**config.mk**
```make
export PLATFORM = sky130hd
export DESIGN_NAME = seq_bin2bcd
export DESIGN_NICKNAME = d
export VERILOG_FILES = /design/src/rtl/seq_bin2bcd.sv
export SDC_FILE = /design/constraint.sdc
export NUM_CORES = 1
export LEC_CHECK = 0
export CORE_ASPECT_RATIO = 1.75
export CORE_MARGIN = 1
export CORE_UTILIZATION = 30
export CTS_CLUSTER_DIAMETER = 150
export DETAILED_ROUTE_END_ITERATION = 10
export DONT_BUFFER_PORTS = 1
export PLACE_DENSITY = 0.55
export SYNTH_ARGS = -nofsm -noshare
export SYNTH_HDL_FRONTEND = slang
export SYNTH_SLANG_ARGS = --single-unit
```
**constraint.sdc**
```tcl
create_clock -name clk -period 2.9 [get_ports clk]
set_clock_uncertainty 0.05 [all_clocks]
set_input_delay 0.87 -clock clk [delete_from_list [all_inputs] [get_ports clk]]
set_output_delay 0.87 -clock clk [all_outputs]
set_load 0.02 [all_outputs]
```
**src/rtl/seq_bin2bcd.sv**
```systemverilog
// seq_bin2bcd
// Sequential double-dabble (shift-add-3) binary to packed BCD converter.
// One input bit is consumed per clock, so a conversion takes BIN_W cycles.
// The last completed result is held on bcd between conversions so a display
// driver can read it continuously.
//
// Ports:
//   clk        system clock, rising-edge active
//   rst        asynchronous reset, active-low
//   in_valid   bin is presented for conversion
//   bin        unsigned binary value, sampled only when accepted
//   in_ready   idle, a new value will be accepted on the next edge
//   busy       conversion in progress (always ~in_ready)
//   out_valid  one-cycle pulse: bcd has just been updated
//   bcd        packed BCD result, digit 0 (ones) in bits [3:0]
//
// State table:
//   state | meaning
//   IDLE  | waiting for in_valid; bcd holds the last result
//   SHIFT | shifting bin into the BCD scratch, one bit per clock
module seq_bin2bcd #(
  parameter int BIN_W  = 13,
  parameter int DIGITS = 4
) (
  input  logic                  clk,
  input  logic                  rst,
  input  logic                  in_valid,
  input  logic [BIN_W-1:0]      bin,
  output logic                  in_ready,
  output logic                  busy,
  output logic                  out_valid,
  output logic [4*DIGITS-1:0]   bcd
);

  localparam int BCD_W = 4 * DIGITS;
  localparam int CNT_W = $clog2(BIN_W + 1);
  localparam logic [CNT_W-1:0] CNT_LOAD = CNT_W'(BIN_W);
  localparam logic [CNT_W-1:0] CNT_ONE  = CNT_W'(1);

  // The largest binary input must fit in the requested number of digits.
  if ((2 ** BIN_W) - 1 >= 10 ** DIGITS) begin : gCfgCheck
    $error("seq_bin2bcd: BIN_W too wide for DIGITS");
  end

  typedef enum logic {
    IDLE  = 1'b0,
    SHIFT = 1'b1
  } stateT;

  stateT              state;
  stateT              stateNext;

  logic [BIN_W-1:0]   shiftReg;
  logic [BCD_W-1:0]   scratch;
  logic [BCD_W-1:0]   scratchAdj;
  logic [BCD_W-1:0]   scratchNext;
  logic [CNT_W-1:0]   bitCnt;
  logic [BCD_W-1:0]   bcdReg;
  logic               outValidReg;
  logic               lastBit;

  assign lastBit = (state == SHIFT) && (bitCnt == CNT_ONE);

  // Add-3 correction on every digit that is 5 or more, all in parallel, then
  // shift left one place with the binary MSB entering the ones digit. Digits
  // entering the add are at most 9, so the 4-bit sum never wraps.
  always_comb begin
    scratchAdj = scratch;
    for (int i = 0; i < DIGITS; i++) begin
      if (scratch[4*i +: 4] >= 4'd5) begin
        scratchAdj[4*i +: 4] = scratch[4*i +: 4] + 4'd3;
      end
    end
    scratchNext = (scratchAdj << 1) | BCD_W'(shiftReg[BIN_W-1]);
  end

  // State register
  always_ff @(posedge clk or negedge rst) begin
    if (!rst) begin
      state <= IDLE;
    end else begin
      state <= stateNext;
    end
  end

  // Next-state logic
  always_comb begin
    stateNext = state;
    case (state)
      IDLE:    if (in_valid) stateNext = SHIFT;
      SHIFT:   if (lastBit)  stateNext = IDLE;
      default: stateNext = IDLE;
    endcase
  end

  // Datapath: shift register, scratch digits, bit down-counter, result hold.
  always_ff @(posedge clk or negedge rst) begin
    if (!rst) begin
      shiftReg    <= '0;
      scratch     <= '0;
      bitCnt      <= '0;
      bcdReg      <= '0;
      outValidReg <= 1'b0;
    end else begin
      outValidReg <= 1'b0;
      case (state)
        IDLE: begin
          if (in_valid) begin
            shiftReg <= bin;
            scratch  <= '0;
            bitCnt   <= CNT_LOAD;
          end
        end
        SHIFT: begin
          scratch  <= scratchNext;
          shiftReg <= shiftReg << 1;
          bitCnt   <= bitCnt - CNT_ONE;
          // Only the final, fully shifted value ever reaches bcd.
          if (lastBit) begin
            bcdReg      <= scratchNext;
            outValidReg <= 1'b1;
          end
        end
        default: begin
          bitCnt <= '0;
        end
      endcase
    end
  end

  // Outputs are purely registered/state-decoded; nothing from in_valid or bin
  // reaches them combinationally.
  always_comb begin
    in_ready  = (state == IDLE);
    busy      = (state == SHIFT);
    out_valid = outValidReg;
    bcd       = bcdReg;
  end

endmodule

```
* After elaboration in Yosys (flattened, before gate mapping)
Index checks and enable logic that the tools add are counted.
** Storage, ports and cells
- Flip-flop bits (word level) :: 51
- Bits in latches :: 0
- RAM bits :: 0
- Bits in read-only memories :: 0
- Output and inout bits :: 19
- Memories :: 0
** Cells by class
- Add/sub/neg operators :: 5
- Multipliers :: 0
- Div/mod/pow operators :: 0
- Magnitude comparators :: 4
- Equality and inequality tests :: 2
- Shift-type cells :: 0
- Muxes and demuxes :: 15
- Bitwise logic cells :: 2
- Reduce and logical (&&, ||, !) cells :: 2
** Operators with widths (count)
- $pmux 16 s2 :: 1
- $pmux 13 s2 :: 1
- $ge 4x3->1 const B :: 4
- $mux 16 :: 1
- $mux 4 :: 4
- $or 16x1->16 :: 1
- $mux 13 :: 1
- $add 4x2->4 const B :: 3
- $pmux 4 s2 :: 1
- $eq 4x1->1 const B :: 1
- $mux 1 :: 4
- $sub 4x1->4 const B :: 1
- $add 3x2->3 const B :: 1
- $mux 3 :: 1
- $ne 2x2->1 const B :: 1
- $pmux 1 s2 :: 1
- $reduce_and 2->1 :: 1
- $logic_and 1x1->1 :: 1
- $not 1->1 :: 1

* Logic depth before layout (Yosys ltp)
Gate-level depths: netlist of run 1.
- Depth in word-level cells :: 4
- Depth in mapped cells :: 6
- Gate-level depth less buffers :: 6

* Worst setup path before layout of run 1
No wires, ideal clock.
- Path kind :: flip-flop to output port
- Start :: register state (netlist: busy)
- End :: output in_ready
- Arrival :: 925 ps
- Slack :: 1055 ps
- Cell stages (with the launch flop) :: 4
- Path buffers :: 2
- Path through :: dfrtp_1 > buf_2 > inv_2 > buf_2
** On the way
- Longest elaborated chain between the ends :: 1
** RTL lines
- from (decl) :: line 50 : stateT state;
- from (signal assigned) :: line 82 : state <= stateNext;
- $not 1->1
- to (decl) :: line 29 : output logic in_ready,
No other way between the ends.

* Worst setup path in the final report of run 1
- Start :: register state (netlist: busy)
- End :: output busy
** RTL lines
- to (decl) :: line 30 : output logic busy,
No word-level cell between the ends.

==> results.md, run 1 <==
- The capturing element type of the critical path is an output pin.
- The routed via count is 1576.
- The path type of the worst setup path is reg2out.
- After the last flow step, the layout net total stands at 256.
- After clock tree synthesis, the clock-pin slew on the worst setup and hold paths is 70 ps.
- After synthesis the netlist holds a flip-flop and latch count of 51.
- The number of levels in the clock H-tree is 2.
- Power spread over the standard cell area amounts to 1190 nW/um2.
- The signal on the critical path passes through buf_4.
- The maximum number of pins on one net before global-route repair is 52.
- IR analysis of the VDD net gives a maximum drop of 0.0004255 V.
- The worst slew margin relative to its limit is 67.93%.
- The post-layout minimum cycle time is 2159 ps.
- Summing all placed instances gives a cell area of 2462 um2.
- In this run the count of I/O pins placed on the die edge is 35.
- Global routing consumed, over all layers together, 11.60% of the routing resources.
- The aggregate negative setup slack is 0 ps.
- Buffers added to address setup during post-CTS repair amount to 0.
- After the flow finishes, the layout carries non-filler instances totaling 318.
- For the pin with the worst max-slew slack, the measured transition is 480.3 ps.
- Counting both buffers and inverters, the worst setup path holds a total of 1.
- Wires add up to 4488 um.
- For the worst-skew pair, the clock arrives at the later sink with an insertion delay of 290 ps.
- Counting distinct cell types in the post-synthesis netlist gives 26.
- The number of global-route vias before repair came to 1677.
- Timing would allow up to 463.3 MHz.
- Counting flops with an async set or reset pin after synthesis yields a share of 100.0%.
- The number of enable flip-flop cells after synthesis is 0.
- The switching part of the total is 38.37%.
- Counting tap cells, the placed design contains a total of 311 instances.
- The power dissipated by switching net loads is 1.198 mW.
- Once detail routing completed, the nets flagged for antenna violations numbered 0.
- The maximum fanout encountered on the critical timing path is 33.
- The top cell family by delay on the critical path is flip-flops.
- The estimated wirelength of the detail-placed design is 3109 um.
- The number of synthesis warnings is 0.
- The gate count after technology mapping is 234.
- The share of post-route cells with drive strength above 1 is 9.130%.
- The die footprint is 8379 um2.
- The flip-flop cell with the highest count after synthesis is dfrtp_1.
- The diode insertion count for antenna repair is 0.
- The flow ran to the end, and the final reports show no timing, DRC or antenna violations.
- The congestion estimate from routability-driven global placement came to 0.7531.
- The row count is 42.
- The number of gates resized after CTS was 0.
- The post-route clock period utilization is 74.44%.
- The worst hold path belongs to the class in2async.
- The share of total power in sequential cells is 44.6%.
- The internal power is 1.925 mW.
- For this configuration, the core starts out at a cell density of 31.29%.
- The number of antenna violations at the first check in global routing was 0.
- After detailed routing, the average wire length per cell comes to 14.11 um.
- Prior to clock tree synthesis, the placed netlist has a worst setup slack of 1050 ps.
- The post-synthesis net count is 260.
- Setup repair after global routing left no endpoint under its margin.
- The worst setup path is launched from a register.
- The placeable core area is 7672 um2.
- The standby leakage power is 1.177 nW.
- The DRC violations left is 0.
- The number of buffers on the longest clock path is 2.
- Counting the buffers created by CTS gives 5.
- The required time of the worst setup path is 1980 ps.
- The setup slack of the worst register-to-register path is 1220 ps.
- The portion of the post-synthesis area used by sequential elements is 53.15%.
- With fillers left out, the area of the finished cells amounts to 2625 um2.
- The highest-delay cell along the critical path is dfrtp_1.
- The cell sitting at the root of the clock tree is a clkbuf_16.
- The completed layout was analyzed and its total power is 3.123 mW.
- The hold violation count in the final report is 0.
- Setup slack on the critical path of the routed design comes to 741.3 ps.
- The total of buffers placed on input and output ports is 0.
- Before antenna repair, the detailed router went through 4 iterations.
- The count of maximum capacitance violations is 0.
- The first global-routing pass estimated 7679 um of wire.
- The fraction of power consumed by the clock network is 20.7%.
- The average instance area after synthesis is 10.26 um2.
- The final number of setup-violating endpoints is 0.
- The largest single stage delay on the critical path is 550 ps.
- The die is 120.3 um tall.
- The synthesis-to-layout area growth is 9.328%.
- TritonCTS built the clock tree.
- The number of clock sinks seen by CTS is 51.
- Buffers inserted to repair hold after CTS numbered 0.
- The netlist area before placement is 2401 um2.
- The DRC violation total after the first TritonRoute iteration is 82.
- The data arrival at the endpoint of the critical path is 1240 ps.
- In this run, the combinational gates consume 34.7% of the power.
- The global route total overflow is 0.
- Dividing the detail-routed via count by the number of cells gives 4.956.
- The die width is 69.63 um.
- The final number of max-transition violations is 0.
cell usage after synthesis (6+ instances only):
master / instances / area [um2]
dfrtp_1: 51 / 1276
nand2_1: 39 / 146.4
o21ai_0: 27 / 135.1
mux2i_1: 15 / 150.1
o22ai_1: 11 / 68.82
a21oi_1: 10 / 50.05
ha_1: 10 / 125.1
inv_1: 10 / 37.54
buf_2: 9 / 45.04
nor3_1: 7 / 35.03
nor3b_1: 7 / 52.55
nor2_1: 6 / 22.52
xnor2_1: 6 / 52.55
kinds of logic after synthesis:
family | after synthesis | synth area share, %
compound gates | 57 | 13.60
simple gates | 64 | 11.93
fa+ha+maj | 10 | 5.211
flops | 51 | 53.15
buf+inv | 25 | 4.534
mux | 21 | 9.380
xor+xnor | 6 | 2.189
worst paths after layout:
kind | from | endpoint | cells past startpoint
setup / recovery | busy$_DFF_PN0_ | busy | 1
hold / removal | rst | shiftReg[8]$_DFFE_PN0P_ | 0
setup reg to reg | bitCnt[1]$_DFFE_PN0P_ | bcd[14]$_DFFE_PN0P_ | 6
hold reg to reg | shiftReg[2]$_DFFE_PN0P_ | shiftReg[3]$_DFFE_PN0P_ | 2
max in group asynchronous | rst | bcd[7]$_DFFE_PN0P_ | 0
min in group clk | shiftReg[2]$_DFFE_PN0P_ | shiftReg[3]$_DFFE_PN0P_ | 2
power by group through the flow:
stage	Clock (mW)	Combinational, mW	Sequential (mW)
after floorplan	0	0.928	1.33
after global placement	0	1.08	1.40
after detailed placement	0	1.10	1.41
after CTS	0.659	1.11	1.40
after global routing	0.693	1.25	1.44
final	0.646	1.08	1.39
cell usage in the layout, fill, tap and decap left out, drive strengths merged:
master / instances
a21o: 3
a21oi: 13
a22o: 1
a31oi: 1
buf: 2
bufinv: 1
clkbuf: 5
clkinvlp: 1
dfrtp: 51
ha: 10
inv: 12
mux2: 6
mux2i: 15
nand2: 39
nand2b: 4
nand3: 1
nor2: 6
nor3: 7
nor3b: 7
o21ai: 27
o22ai: 11
o31ai: 1
xnor2: 6
area by class of cell:
class / count / area (um2)
inverters: 12 / 45.04
repair buffers: 2 / 15.01
clock inverters: 2 / 37.54
clock buffers: 5 / 125.1
multi-input cells: 158 / 1016
flip-flops and latches: 51 / 1276
well taps: 88 / 110.1
fillers: 778 / 5047
routing by layer:
metal | track usage [%] | vias to the layer above | wire length, um
met5 | 0 | - | 0
met4 | 4.500 | 0 | 59
met3 | 3.083 | 4 | 212
met2 | 20.45 | 38 | 2275
met1 | 13.25 | 748 | 1940
li1 | - | 786 | -
flip-flops by register name, indices dropped and copies added (netlist names):
signal / count
bcd: 16
scratch: 16
shiftReg: 13
bitCnt: 4
busy: 1
out_valid: 1
metrics by stage:
step,hold WS (ps),util [%]
3_3_place_gp,414.7,32.09
4_1_cts,218.3,34.21
2_1_floorplan,402.3,-
3_5_place_dp,418.4,32.09
6_report,221.7,34.21
5_1_grt,204.7,34.21
(Power assumes the default switching activity.)
==> run 2: changes to the inputs <==
- PLACE_DENSITY: 0.55 -> 0.56
- clock period: 2.9 -> 1.75 ns (I/O delays scaled with it)
==> results.md, run 2 (synthesis gave the netlist of run 1 again) <==
- The flow ran to the end, but the final reports show violations.
- The final reports fail on hold timing.
- The routed via count is 1575.
- The row count is 42.
- The most common cell after layout, fill and taps aside is dfrtp_1.
- The effective utilization at floorplan is 31.29%.
- The number of top-level pins is 35.
- The actual slew at the worst max-slew pin is 273.2 ps.
- The share of power burned in combinational logic is 33.7%.
- The global-route total usage across every layer is 11.55%.
- The worst slew margin relative to its limit is 81.79%.
- The total clock buffers created by CTS is 5.
- Excluding fillers, the count of instances in the completed layout stands at 321.
- The number of buffer and inverter instances along the worst setup path is 1.
- Adding up every negative setup slack in the final design gives 0 ps.
- Setup repair after global routing left no endpoint under its margin.
- Traced cell by cell, the critical path runs through inv_1 > ha_1 > nand2b_1 > a21oi_2 > mux2_2 > o21ai_0.
- The highest-delay cell along the critical path is dfrtp_1.
- The number of placed cells counting well taps is 313.
- The remaining antenna violation count after routing is 0.
- After clock tree synthesis, the setup repair step added 0 buffers.
- The DRC violations left is 0.
- The clock tree synthesis step divided the H-tree into 2 levels.
- The die footprint is 8379 um2.
- Counting every sink on the clock net gives 51.
- Of all nets on the critical path, the largest fanout is 4.
- The floorplan step set the die height to 120.3 um.
- For this block, the initial DRC count from the detailed router was 91.
- The hold violation count in the final report is 51.
- 0 antenna diodes ended up in the layout.
- The cell family contributing the most delay on the critical path is flip-flops.
- The global-route wire length before repair is 7624 um.
- The power dissipated by switching net loads is 1.998 mW.
- Clock-pin slew was measured on the worst setup and hold paths at 70 ps.
- The critical path is of the reg2reg type.
- In this run the power density over the cells is 2006 nW/um2.
- Entering global routing, the biggest net connects 52 pins.
- Detailed placement finished with a half-perimeter wire length of 3103 um.
- The final estimated routing congestion in global placement is 0.7804.
- Setup violations remaining at the end of the flow were counted as 0.
- In this run the static leakage power is 1.200 nW.
- The layout net count is 258.
- STA puts the critical path data arrival time at 1760 ps.
- Global routing finished with a remaining overflow of 0.
- TritonCTS built the clock tree.
- The count of buffers added on input and output ports is 0.
- The worst hold-check path type is in2async.
- In this design, the stage delay of the slowest critical-path cell is 410 ps.
- In this run the standard cell core region covers 7672 um2.
- The worst setup path is captured at a register.
- The post-layout minimum cycle time is 1602 ps.
- Sequential cells account for 43.1% of the total power.
- STA puts the critical path data required time at 1910 ps.
- The worst hold slack is -124.4 ps.
- IR analysis of the VDD net gives a maximum drop of 0.0007679 V.
- The mean number of vias per cell is 4.907.
- The total detailed-routing wirelength is 4439 um.
- Compared with the post-synthesis result, the final layout area differs by 11.52%.
- The worst register-to-register path has a setup slack of 150 ps.
- The layout has 754 filler cells.
- The number of global-route vias before repair is 1635.
- The internal portion of the total power is 3.372 mW.
- The final number of max-transition violations is 0.
- The pre-antenna-repair detailed-routing pass consisted of 4 iterations.
- The clock insertion delay at the later pin of the skew report is 290 ps.
- The number of buffers on the longest clock path is 2.
- The detail-routed net length per standard cell is 13.83 um.
- The highest clock rate is 624.1 MHz.
- In the layout the commonest cells are dfrtp_1 (50), nand2_1 (39), o21ai_0 (27).
- Of the total power, the share spent switching nets is 37.21%.
- The count of maximum capacitance violations is 0.
- The post-route netlist has 11.59% of its cells at a drive strength greater than 1.
- The fraction of power consumed by the clock network is 23.2%.
- The root buffer selected by CTS is clkbuf_16.
- The post-route clock period utilization is 91.56%.
- The worst setup path is launched from a register.
- Measured along the x axis, the die boundary spans 69.63 um.
- The number of antenna violations at the first check in global routing is 0.
==> run 2: changes by cell type in the layout (fill, tap and decap cells not counted), sizes merged <==
| cell | previous run | this run |
|---|---|---|
| buf | 2 | 4 |
| bufinv | 1 | 2 |
==> run 2: layout make-up <==
cell class,instances,area (um2),share of cell area (%)
inverters,12,45.04,1.682
multi-input cells,158,1022,38.18
well taps,88,110.1,4.112
clock buffers,5,125.1,4.673
flip-flops and latches,51,1277,47.71
clock inverters,3,67.56,2.523
repair buffers,4,30.03,1.121
==> run 2: path summary, 6_finish.rpt <==
kind,from,cells past startpoint,endpoint
max,scratch[8]$_DFFE_PN0P_,6,bcd[10]$_DFFE_PN0P_
min,rst,0,shiftReg[9]$_DFFE_PN0P_
min in group clk,in_valid,1,scratch[0]$_DFFE_PN0P_
min reg2reg,shiftReg[6]$_DFFE_PN0P_,2,shiftReg[7]$_DFFE_PN0P_
max reg2reg,scratch[8]$_DFFE_PN0P_,6,bcd[10]$_DFFE_PN0P_
max in group asynchronous,rst,0,busy$_DFF_PN0_
==> run 2: per-stage QoR <==
step                      area [um2]  setup WS, ps  power [mW]  utilization, %
after CTS                       2670         39.90       5.440           34.80
final                           2678         147.7       5.370           34.90
after detailed placement        2477         84.38       4.168           32.29
after global routing            2678         2.818       5.788           34.90
after global placement          2477         176.0       4.103           32.29
after floorplan                 2401         212.1       3.744               -
==> run 2: per-layer routing <==
layer	GRT usage [%]	vias up	share of wire, %	routed length (um)
met3	3.750	6	5.8	256
met1	12.30	741	40	1795
met2	20.87	34	52	2314
met5	0	-	0	0
li1	-	794	-	-
met4	4.500	0	1.6	72
==> run 2: repair_timing <==
action / CTS / global route
hold endpoints to repair: 51 / 51
setup endpoints to repair: 0 / 3
resized for setup: 0 / 3
==> run 2: worst register-to-register path: stages (launching register included) <==
cell      delay, ps
dfrtp_1         410
inv_1           100
ha_1            190
nand2b_1         90
a21oi_2         190
mux2_2          360
o21ai_0         150
==> run 2: power groups by stage <==
| stage | logic [mW] | registers [mW] | clock network [mW] |
|---|---|---|---|
| 2_1_floorplan | 1.54 | 2.21 | 0 |
| 3_3_place_gp | 1.78 | 2.32 | 0 |
| 3_5_place_dp | 1.83 | 2.34 | 0 |
| 4_1_cts | 1.84 | 2.32 | 1.28 |
| 5_1_grt | 2.07 | 2.39 | 1.32 |
| 6_report | 1.81 | 2.32 | 1.24 |
